$ cat src/rtl/rating_tracker.sv
// rating_tracker: per-player saturating ratings with win-streak bonus, loss handling and best-rating tracking.
module rating_tracker #(
  parameter int RATING_WIDTH = 8,
  parameter int N_PLAYERS = 4,
  parameter int STREAK_LEN = 3,
  parameter int BONUS_STEP = 2,
  parameter int LOSE_MODE = 0,
  parameter int LOSE_PENALTY = 1,
  localparam int PID_WIDTH = $clog2(N_PLAYERS)
) (
  input  logic                              clk,
  input  logic                              rst,
  input  logic                              i_round_ended,
  input  logic [PID_WIDTH-1:0]              i_player_id,
  input  logic                              i_is_win,
  input  logic                              i_clear,
  output logic [N_PLAYERS*RATING_WIDTH-1:0] o_rating,
  output logic [RATING_WIDTH-1:0]           o_best_rating,
  output logic [PID_WIDTH-1:0]              o_best_player,
  output logic                              o_new_record,
  output logic [N_PLAYERS-1:0]              o_saturated,
  output logic                              o_err
);
  localparam int SW = $clog2(STREAK_LEN + 1);
  localparam logic [RATING_WIDTH-1:0] MAXR = '1;
  logic [RATING_WIDTH-1:0] r_rating [N_PLAYERS];
  logic [SW-1:0]           r_streak [N_PLAYERS];
  logic [RATING_WIDTH-1:0] r_best;
  logic [PID_WIDTH-1:0]    r_best_player;
  logic                    r_new_record;
  logic                    r_err;
  logic                    w_valid;
  logic                    w_evt;
  logic                    w_upd;
  logic                    w_rec;
  logic [RATING_WIDTH-1:0] w_cur_rating;
  logic [RATING_WIDTH-1:0] w_next_rating;
  logic [SW-1:0]           w_cur_streak;
  logic [SW-1:0]           w_next_streak;
  logic [RATING_WIDTH:0]   w_sum;
  always_comb begin
    w_valid = 1'b0;
    w_cur_rating = '0;
    w_cur_streak = '0;
    for (int k = 0; k < N_PLAYERS; k++)
      if (i_player_id == PID_WIDTH'(k)) begin
        w_valid = 1'b1;
        w_cur_rating = r_rating[k];
        w_cur_streak = r_streak[k];
      end
    // one extra bit catches overflow before clamping to full scale
    w_sum = {1'b0, w_cur_rating} + ((int'(w_cur_streak) >= STREAK_LEN - 1) ?
            (RATING_WIDTH+1)'(BONUS_STEP) : (RATING_WIDTH+1)'(1));
    w_next_rating = i_is_win ? (w_sum[RATING_WIDTH] ? MAXR : w_sum[RATING_WIDTH-1:0]) :
                    (LOSE_MODE != 0 && int'(w_cur_rating) > LOSE_PENALTY) ?
                    w_cur_rating - RATING_WIDTH'(LOSE_PENALTY) : '0;
    w_next_streak = !i_is_win ? '0 :
                    (int'(w_cur_streak) >= STREAK_LEN) ? w_cur_streak : w_cur_streak + SW'(1);
    w_evt = i_round_ended & ~i_clear;
    w_upd = w_evt & w_valid;
    w_rec = w_upd & (w_next_rating > r_best);
  end
  always_ff @(posedge clk) begin
    if (rst) begin
      for (int k = 0; k < N_PLAYERS; k++) begin
        r_rating[k] <= '0;
        r_streak[k] <= '0;
      end
      r_best <= '0;
      r_best_player <= '0;
      r_new_record <= 1'b0;
      r_err <= 1'b0;
    end else begin
      r_new_record <= w_rec;
      r_err <= w_evt & ~w_valid;
      if (w_rec) begin
        r_best <= w_next_rating;
        r_best_player <= i_player_id;
      end
      for (int k = 0; k < N_PLAYERS; k++)
        if (i_clear) begin
          r_rating[k] <= '0;
          r_streak[k] <= '0;
        end else if (w_upd && i_player_id == PID_WIDTH'(k)) begin
          r_rating[k] <= w_next_rating;
          r_streak[k] <= w_next_streak;
        end
    end
  end
  for (genvar k = 0; k < N_PLAYERS; k++) begin : g_out
    assign o_rating[k*RATING_WIDTH +: RATING_WIDTH] = r_rating[k];
    assign o_saturated[k] = (r_rating[k] == MAXR);
  end
  assign o_best_rating = r_best;
  assign o_best_player = r_best_player;
  assign o_new_record = r_new_record;
  assign o_err = r_err;
endmodule

$ cat config.mk
export PLATFORM = sky130hd
export DESIGN_NAME = rating_tracker
export DESIGN_NICKNAME = d
export VERILOG_FILES = /design/src/rtl/rating_tracker.sv
export SDC_FILE = /design/constraint.sdc
export NUM_CORES = 1
export LEC_CHECK = 0
export ABC_AREA = 1
export BUFFER_PORTS_ARGS = -buffer_cell sky130_fd_sc_hd__buf_2
export CORE_MARGIN = 5
export CORE_UTILIZATION = 55
export DETAILED_ROUTE_END_ITERATION = 8
export PLACE_DENSITY = 0.84
export RECOVER_POWER = 100
export SLEW_MARGIN = 5
export SYNTH_ARGS = -nofsm -noshare
export SYNTH_HDL_FRONTEND = slang
export SYNTH_SLANG_ARGS = --single-unit
$ cat constraint.sdc
create_clock -name clk -period 4 [get_ports clk]
set_clock_uncertainty 0.2 [all_clocks]
set_input_delay 0.2 -clock clk [delete_from_list [all_inputs] [get_ports clk]]
set_output_delay 0.2 -clock clk [all_outputs]
set_load 0.01 [all_outputs]
==> results of run 1 <==
## power breakdown
group	total, µW	switching (µW)	internal, µW
clock network	300	175	125
registers	644	25.8	618
logic	294	201	93.0
total	1240	401	836
## stage by stage
| step | TNS [ns] | util | cell area, µm² | hold WS (ns) |
|---|---|---|---|---|
| after global routing | 0 | 0.643 | 3260 | 0.178 |
| after global placement | 0 | 0.640 | 3250 | 0.227 |
| after floorplan | 0 | - | 2860 | 0.0724 |
| final | 0 | 0.643 | 3260 | 0.190 |
| after CTS | 0 | 0.660 | 3350 | 0.175 |
| after detailed placement | -1.02 | 0.640 | 3250 | 0.226 |
## layer usage
metal | GRT usage | routed length, µm
met1 | 0.339 | 3080
met5 | 0 | 0
met3 | 0.0445 | 853
met2 | 0.382 | 3600
met4 | 0.136 | 293
## cell usage after synthesis
library cell	n	share of area
fa_1	1	0.0070
a221oi_1	2	0.0061
o21a_1	2	0.0052
xor2_1	1	0.0031
inv_2	3	0.0039
nor2_4	3	0.012
edfxtp_1	40	0.42
clkinv_1	2	0.0026
inv_4	1	0.0022
nand3_4	1	0.0061
a21oi_1	11	0.019
nand3b_1	1	0.0026
nor2_1	62	0.081
a211oi_1	1	0.0026
o21ai_1	4	0.0070
nand4_1	12	0.026
nand2_2	12	0.026
nand3_1	18	0.031
inv_1	44	0.058
buf_2	1	0.0017
xnor2_1	1	0.0031
nand3_2	3	0.010
ha_1	10	0.044
nand2_1	64	0.084
nor2_8	1	0.0070
o21ai_0	8	0.014
nand2_4	1	0.0039
buf_6	2	0.0079
clkbuf_1	5	0.0066
dfxtp_1	12	0.084
conb_1	1	0.0013
nor2_2	1	0.0022
a21oi_2	2	0.0061
nor3_1	1	0.0017
## worst max-delay path by stage
stage,startpoint,end,slack [ns],cells past startpoint
floorplan,i_player_id[0],o_best_rating[6],0.40,26
global placement,i_player_id[1],o_best_player[1],0.005,25
detailed placement,i_player_id[1],o_best_player[1],-0.14,25
CTS,r_streak[0][1],o_best_player[1],0.06,23
global route,r_streak[0][1],o_best_player[0],0.02,23
finish,r_streak[0][1],o_best_rating[7],0.24,24
## state kept, by name (all words and copies together), names as in the netlist
signal	flops
o_best_player	2
o_best_rating	8
o_err	1
o_new_record	1
r_rating	32
r_streak	8
## cell type report
class	instances	area (µm²)	share of cell area
sequential	52	1440	0.442
multi-input combinational	224	1170	0.358
timing repair buffer	66	275	0.0844
inverter	50	194	0.0594
tap	70	87.6	0.0268
clock buffer	6	72.6	0.0222
clock inverter	2	16.3	0.00498
timing repair inverter	1	7.51	0.00230
## what timing repair did
action	CTS	global route
buffers inserted	0	1
hold buffers	1	0
endpoints found under the setup margin	0	10
endpoints found under the hold margin	1	0
resized for setup	0	4
## tightest hold or removal path: stages
cell     delay, ns
buf_2         0.18
nand2_2       0.18
a21oi_1       0.09
## logic make-up (layout without fill, tap and decap cells)
logic type | Yosys count | count (layout) | share of synthesized area
AO/OA/AOI/OAI | 30 | 30 | 0.0603
XOR/XNOR | 2 | 2 | 0.00612
adder cells (fa/ha/maj) | 11 | 11 | 0.0507
buffers and inverters | 58 | 125 | 0.0826
flip-flops | 52 | 52 | 0.504
other | 1 | 1 | 0.00131
AND/OR/NAND/NOR | 180 | 180 | 0.295
==> impl_metrics.csv, run 1 <==
group,metric,value,unit
power,vdd_drop_max,0.000300,V
grt,antenna_found_initial,0,
sta,rsz0062_at_grt,"false",
synth,yosysSeqAreaShare,0.504,
power,p_leak,0.00139,µW
clock_tree,worstSkewPairLatency,0.31,ns
placed_design,portBuffers,54,
hold_path,holdPathStages,3,
hold_path,hold_path.class,"in -> reg",
sta,min_period,3.76,ns
run_status,outcome,"finished clean",
routing,final_antenna_net_count,0,
clock_tree,tritoncts,"built",
clock_tree,clk_pin_slew,0.09,ns
routing,wl_per_cell,16.6,µm
floorplan,die_y,82.1,µm
clock_tree,clkSinkCount,52,
worst_setup_path,critical-path-top-delay-family,"compound AO/OA/AOI/OAI gates",
grt,grt_pass1_vias,2544,
worst_setup_path,critPathMaxStageDelay,0.40,ns
routing,drt_wl_total,7.83,mm
clock_tree,cts_root_buf,"clkbuf_8",
sta,worst_slack,0.236,ns
grt,grt_util_all_layers,0.251,
floorplan,start_util,0.564,
cells_and_area,final_cell_mix,"65 x nand2_1, 63 x nor2_1, 57 x clkbuf_1",
clock_tree,h-tree-depth,2,
hold_path,hold_end,"o_best_rating[1]",
cells_and_area,layout.nets,418,
worst_setup_path,worst-path-buf-inv,6,
placed_design,dp.final_hpwl,6.04,mm
cells_and_area,syn_to_final_growth,14.0,%
worst_setup_path,critPathMaxFanout,8,
worst_setup_path,critPathKind,"reg -> reg",
worst_setup_path,setup.worst_path.start_class,"register",
grt,grt_max_degree,17,
sta,worstMarginPinSlew,0.537,ns
cells_and_area,fill_cells,487,
cells_and_area,diodes,0,
synth,syn_nets,352,
placed_design,dp_slack,-0.140,ns
grt,grt_pass1_wl,12.5,mm
floorplan,ioPinCount,55,
worst_setup_path,r2r_setup_slack,0.24,ns
worst_setup_path,worstPathCellList,"o21ai_0, nand2_1, o21ai_0, o21ai_1, inv_1, ha_1, inv_1, fa_1, inv_1, nand3_4, inv_2, nand2_4, nand2_1, nand2_2, inv_1, ha_1, a21oi_1, o21a_1, o21ai_0, nand2_2, buf_4, nand2_1, nand2_1, a21oi_1",
sta,fmax,266,MHz
worst_setup_path,worstReg2RegStart,"r_streak[0][1]",
power,power,1240,µW
sta,hold_viol_final,0,
clock_tree,clockBufferDepth,2,
cells_and_area,final_layout_size_suffix_gt1_frac,0.105,
sta,slew_headroom,0.642,
synth,netlist_instances,334,
placed_design,dp.cells,460,
hold_path,min_from,"i_is_win",
synth,ys_warn_count,0,
floorplan,core_area,0.00507,mm²
sta,slew_violations,0,
sta,setup_viol,0,
routing,vias,2629,
worst_setup_path,worst-endpoint-required,3.98,ns
worst_setup_path,crit_arrival,3.74,ns
floorplan,die_w,82.1,µm
worst_setup_path,end_kind,"register",
synth,avgSynthCellArea,8.57,µm²
worst_setup_path,r2r-end,"o_best_rating[7]",
worst_setup_path,cpMaxStageDelayCell,"fa_1",
routing,first_iter_violations,244,
routing,routed_via_density,5.58,
cells_and_area,final_cells,471,
routing,first_pass_iters,5,
floorplan,num_rows,26,
floorplan,die_area,0.00675,mm²
sta,period_share,0.941,
grt,grt_overflow,0,
run,cap_viol_max_count,0,
synth,ys_seq_elements,52,
synth,syn-cell-area,0.00286,mm²
cells_and_area,final_common_cell,"nand2_1",
worst_setup_path,reg2reg_depth,24,
clock_tree,cts_buffers,5,
synth,synth.distinct_cells,34,
placed_design,gp_congestion,1.03,
routing,drc,0,
power,power.density,379,mW/mm²
Note: power is estimated with default switching activity, not from simulation.
==> run 2: changes to the inputs <==
CORE_UTILIZATION = 57   (was 55)
CTS_BUF_LIST = sky130_fd_sc_hd__clkbuf_8   (was unset)
PLACE_DENSITY = 0.87   (was 0.84)
==> impl_metrics.csv, run 2 (same netlist as run 1, synthesis figures left out) <==
group,metric,value,unit
run_status,outcome,"finished clean",
routing,first_iter_violations,369,
sta,worstMarginPinSlew,0.561,ns
worst_setup_path,worstPathCellList,"a221oi_1, o21a_1, inv_1, ha_1, a21oi_1, a21oi_2, nand3_1, nand2_1, nand3_2, nand2_2, inv_1, ha_1, a21oi_1, nor2_1, a211oi_1, o21ai_1, nand2_2, buf_4, clkinvlp_4, a21oi_1",
cells_and_area,final_cells,466,
worst_setup_path,critPathKind,"reg -> reg",
worst_setup_path,worst-path-buf-inv,4,
cells_and_area,final_common_cell,"nand2_1",
cells_and_area,final_cell_mix,"66 x nand2_1, 62 x nor2_1, 49 x clkbuf_1",
placed_design,dp_slack,-0.0536,ns
grt,grt_pass1_wl,12.3,mm
clock_tree,cts_buffers,5,
floorplan,die_y,80.9,µm
floorplan,die_area,0.00654,mm²
cells_and_area,largest_reg_flops,32,
clock_tree,cts_root_buf,"clkbuf_8",
grt,grt_overflow,0,
sta,period_share,0.977,
cells_and_area,fill_cells,409,
floorplan,ioPinCount,55,
routing,first_pass_iters,5,
cells_and_area,diodes,0,
routing,routed_via_density,5.58,
sta,min_period,3.91,ns
sta,hold_viol_final,0,
worst_setup_path,cp_common_cell,"a21oi_1",
clock_tree,tritoncts,"built",
sta,slew_headroom,0.626,
worst_setup_path,end_kind,"register",
routing,wl_per_cell,17.5,µm
power,p_leak,0.00141,µW
placed_design,portBuffers,54,
worst_setup_path,cpMaxStageDelayCell,"edfxtp_1",
floorplan,core_area,0.00479,mm²
cells_and_area,regMostFlops,"r_rating",
placed_design,dp.cells,453,
placed_design,dp.final_hpwl,5.91,mm
cells_and_area,final_layout_size_suffix_gt1_frac,0.130,
cells_and_area,design_area,0.00329,mm²
sta,slew_violations,0,
placed_design,gp_congestion,1.02,
routing,vias,2600,
clock_tree,worstSkewPairLatency,0.31,ns
clock_tree,clkSinkCount,52,
routing,final_antenna_net_count,0,
floorplan,num_rows,25,
routing,drt_wl_total,8.16,mm
sta,fmax,256,MHz
clock_tree,clk_pin_slew,0.10,ns
power,power.density,387,mW/mm²
worst_setup_path,worst-endpoint-required,4.05,ns
worst_setup_path,crit_arrival,3.96,ns
grt,antenna_found_initial,0,
run,cap_viol_max_count,0,
placed_design,place_area,0.00321,mm²
sta,setup_viol,0,
worst_setup_path,critPathMaxStageDelay,0.48,ns
floorplan,start_util,0.598,
sta,worst_slack,0.0909,ns
power,vdd_drop_max,0.000256,V
cells_and_area,layout.nets,416,
clock_tree,clockBufferDepth,2,
hold_path,hold_path.class,"in -> reg",
grt,grt_pass1_vias,2440,
floorplan,die_w,80.9,µm
clock_tree,h-tree-depth,2,
worst_setup_path,critPathMaxFanout,6,
worst_setup_path,setup.worst_path.start_class,"register",
grt,grt_max_degree,19,
grt,grt_util_all_layers,0.252,
worst_setup_path,critical-path-top-delay-family,"compound AO/OA/AOI/OAI gates",
routing,drc,0,
cells_and_area,syn_to_final_growth,15.0,%
-- run 2: changes by cell type in the layout (fill, tap and decap cells not counted), sizes merged --
cell / before / now
inv: 48 / 49
clkbuf: 62 / 54
buf: 9 / 14
-- run 2: cell type report --
cell class,instances,area (µm²),share of cell area
Timing Repair Buffer,64,285,0.0867
Clock inverter,3,27.5,0.00837
Tap cell,67,83.8,0.0255
Sequential cell,52,1440,0.438
Multi-Input combinational cell,224,1180,0.359
Clock buffer,5,68.8,0.0209
Timing Repair inverter,1,7.51,0.00228
Inverter,50,194,0.0590
-- run 2: repair_timing --
item                                    in CTS  in global routing
endpoints found under the setup margin       0                 10
hold buffers                                 1                  0
buffers inserted                             0                  2
hold endpoints to repair                     1                  0
resized for setup                            0                 10
-- run 2: per-layer routing --
metal | routed length [µm] | vias to the layer above | GRT usage | share of wire
li1 | - | 1211 | - | -
met1 | 3400 | 1205 | 0.350 | 0.42
met2 | 3750 | 164 | 0.384 | 0.46
met3 | 771 | 20 | 0.0443 | 0.094
met4 | 235 | 0 | 0.117 | 0.029
met5 | 0 | - | 0 | 0
-- run 2: report_power, final --
part | total, µW | leakage (µW) | switching (µW) | internal [µW]
Sequential | 646 | 0.000545 | 27.5 | 618
Clock | 320 | 0.0000463 | 191 | 129
Combinational | 307 | 0.000821 | 209 | 98.0
Total | 1270 | 0.00141 | 428 | 845
-- run 2: tightest hold or removal path: stages --
cell and delay, ns:
buf_2 0.19, nand2_2 0.18, a21oi_1 0.10
-- run 2: final timing paths --
check                         from          endpoint  slack [ns]  cells after the start
setup / recovery    r_rating[0][1]  o_best_rating[7]        0.09                     20
setup reg to reg    r_rating[0][1]  o_best_rating[7]        0.09                     20
hold reg to reg   o_best_player[1]  o_best_player[1]        0.30                      2
hold / removal            i_is_win  o_best_rating[5]        0.20                      3
-- run 2: stage by stage --
step / hold slack [ns] / power (µW) / utilization / setup TNS (ns)
floorplan: 0.0724 / 842 / - / 0
global placement: 0.193 / 934 / 0.672 / 0
detailed placement: 0.202 / 941 / 0.672 / -0.0951
CTS: 0.192 / 1250 / 0.694 / 0
global route: 0.191 / 1330 / 0.687 / -1.18
finish: 0.199 / 1270 / 0.687 / 0
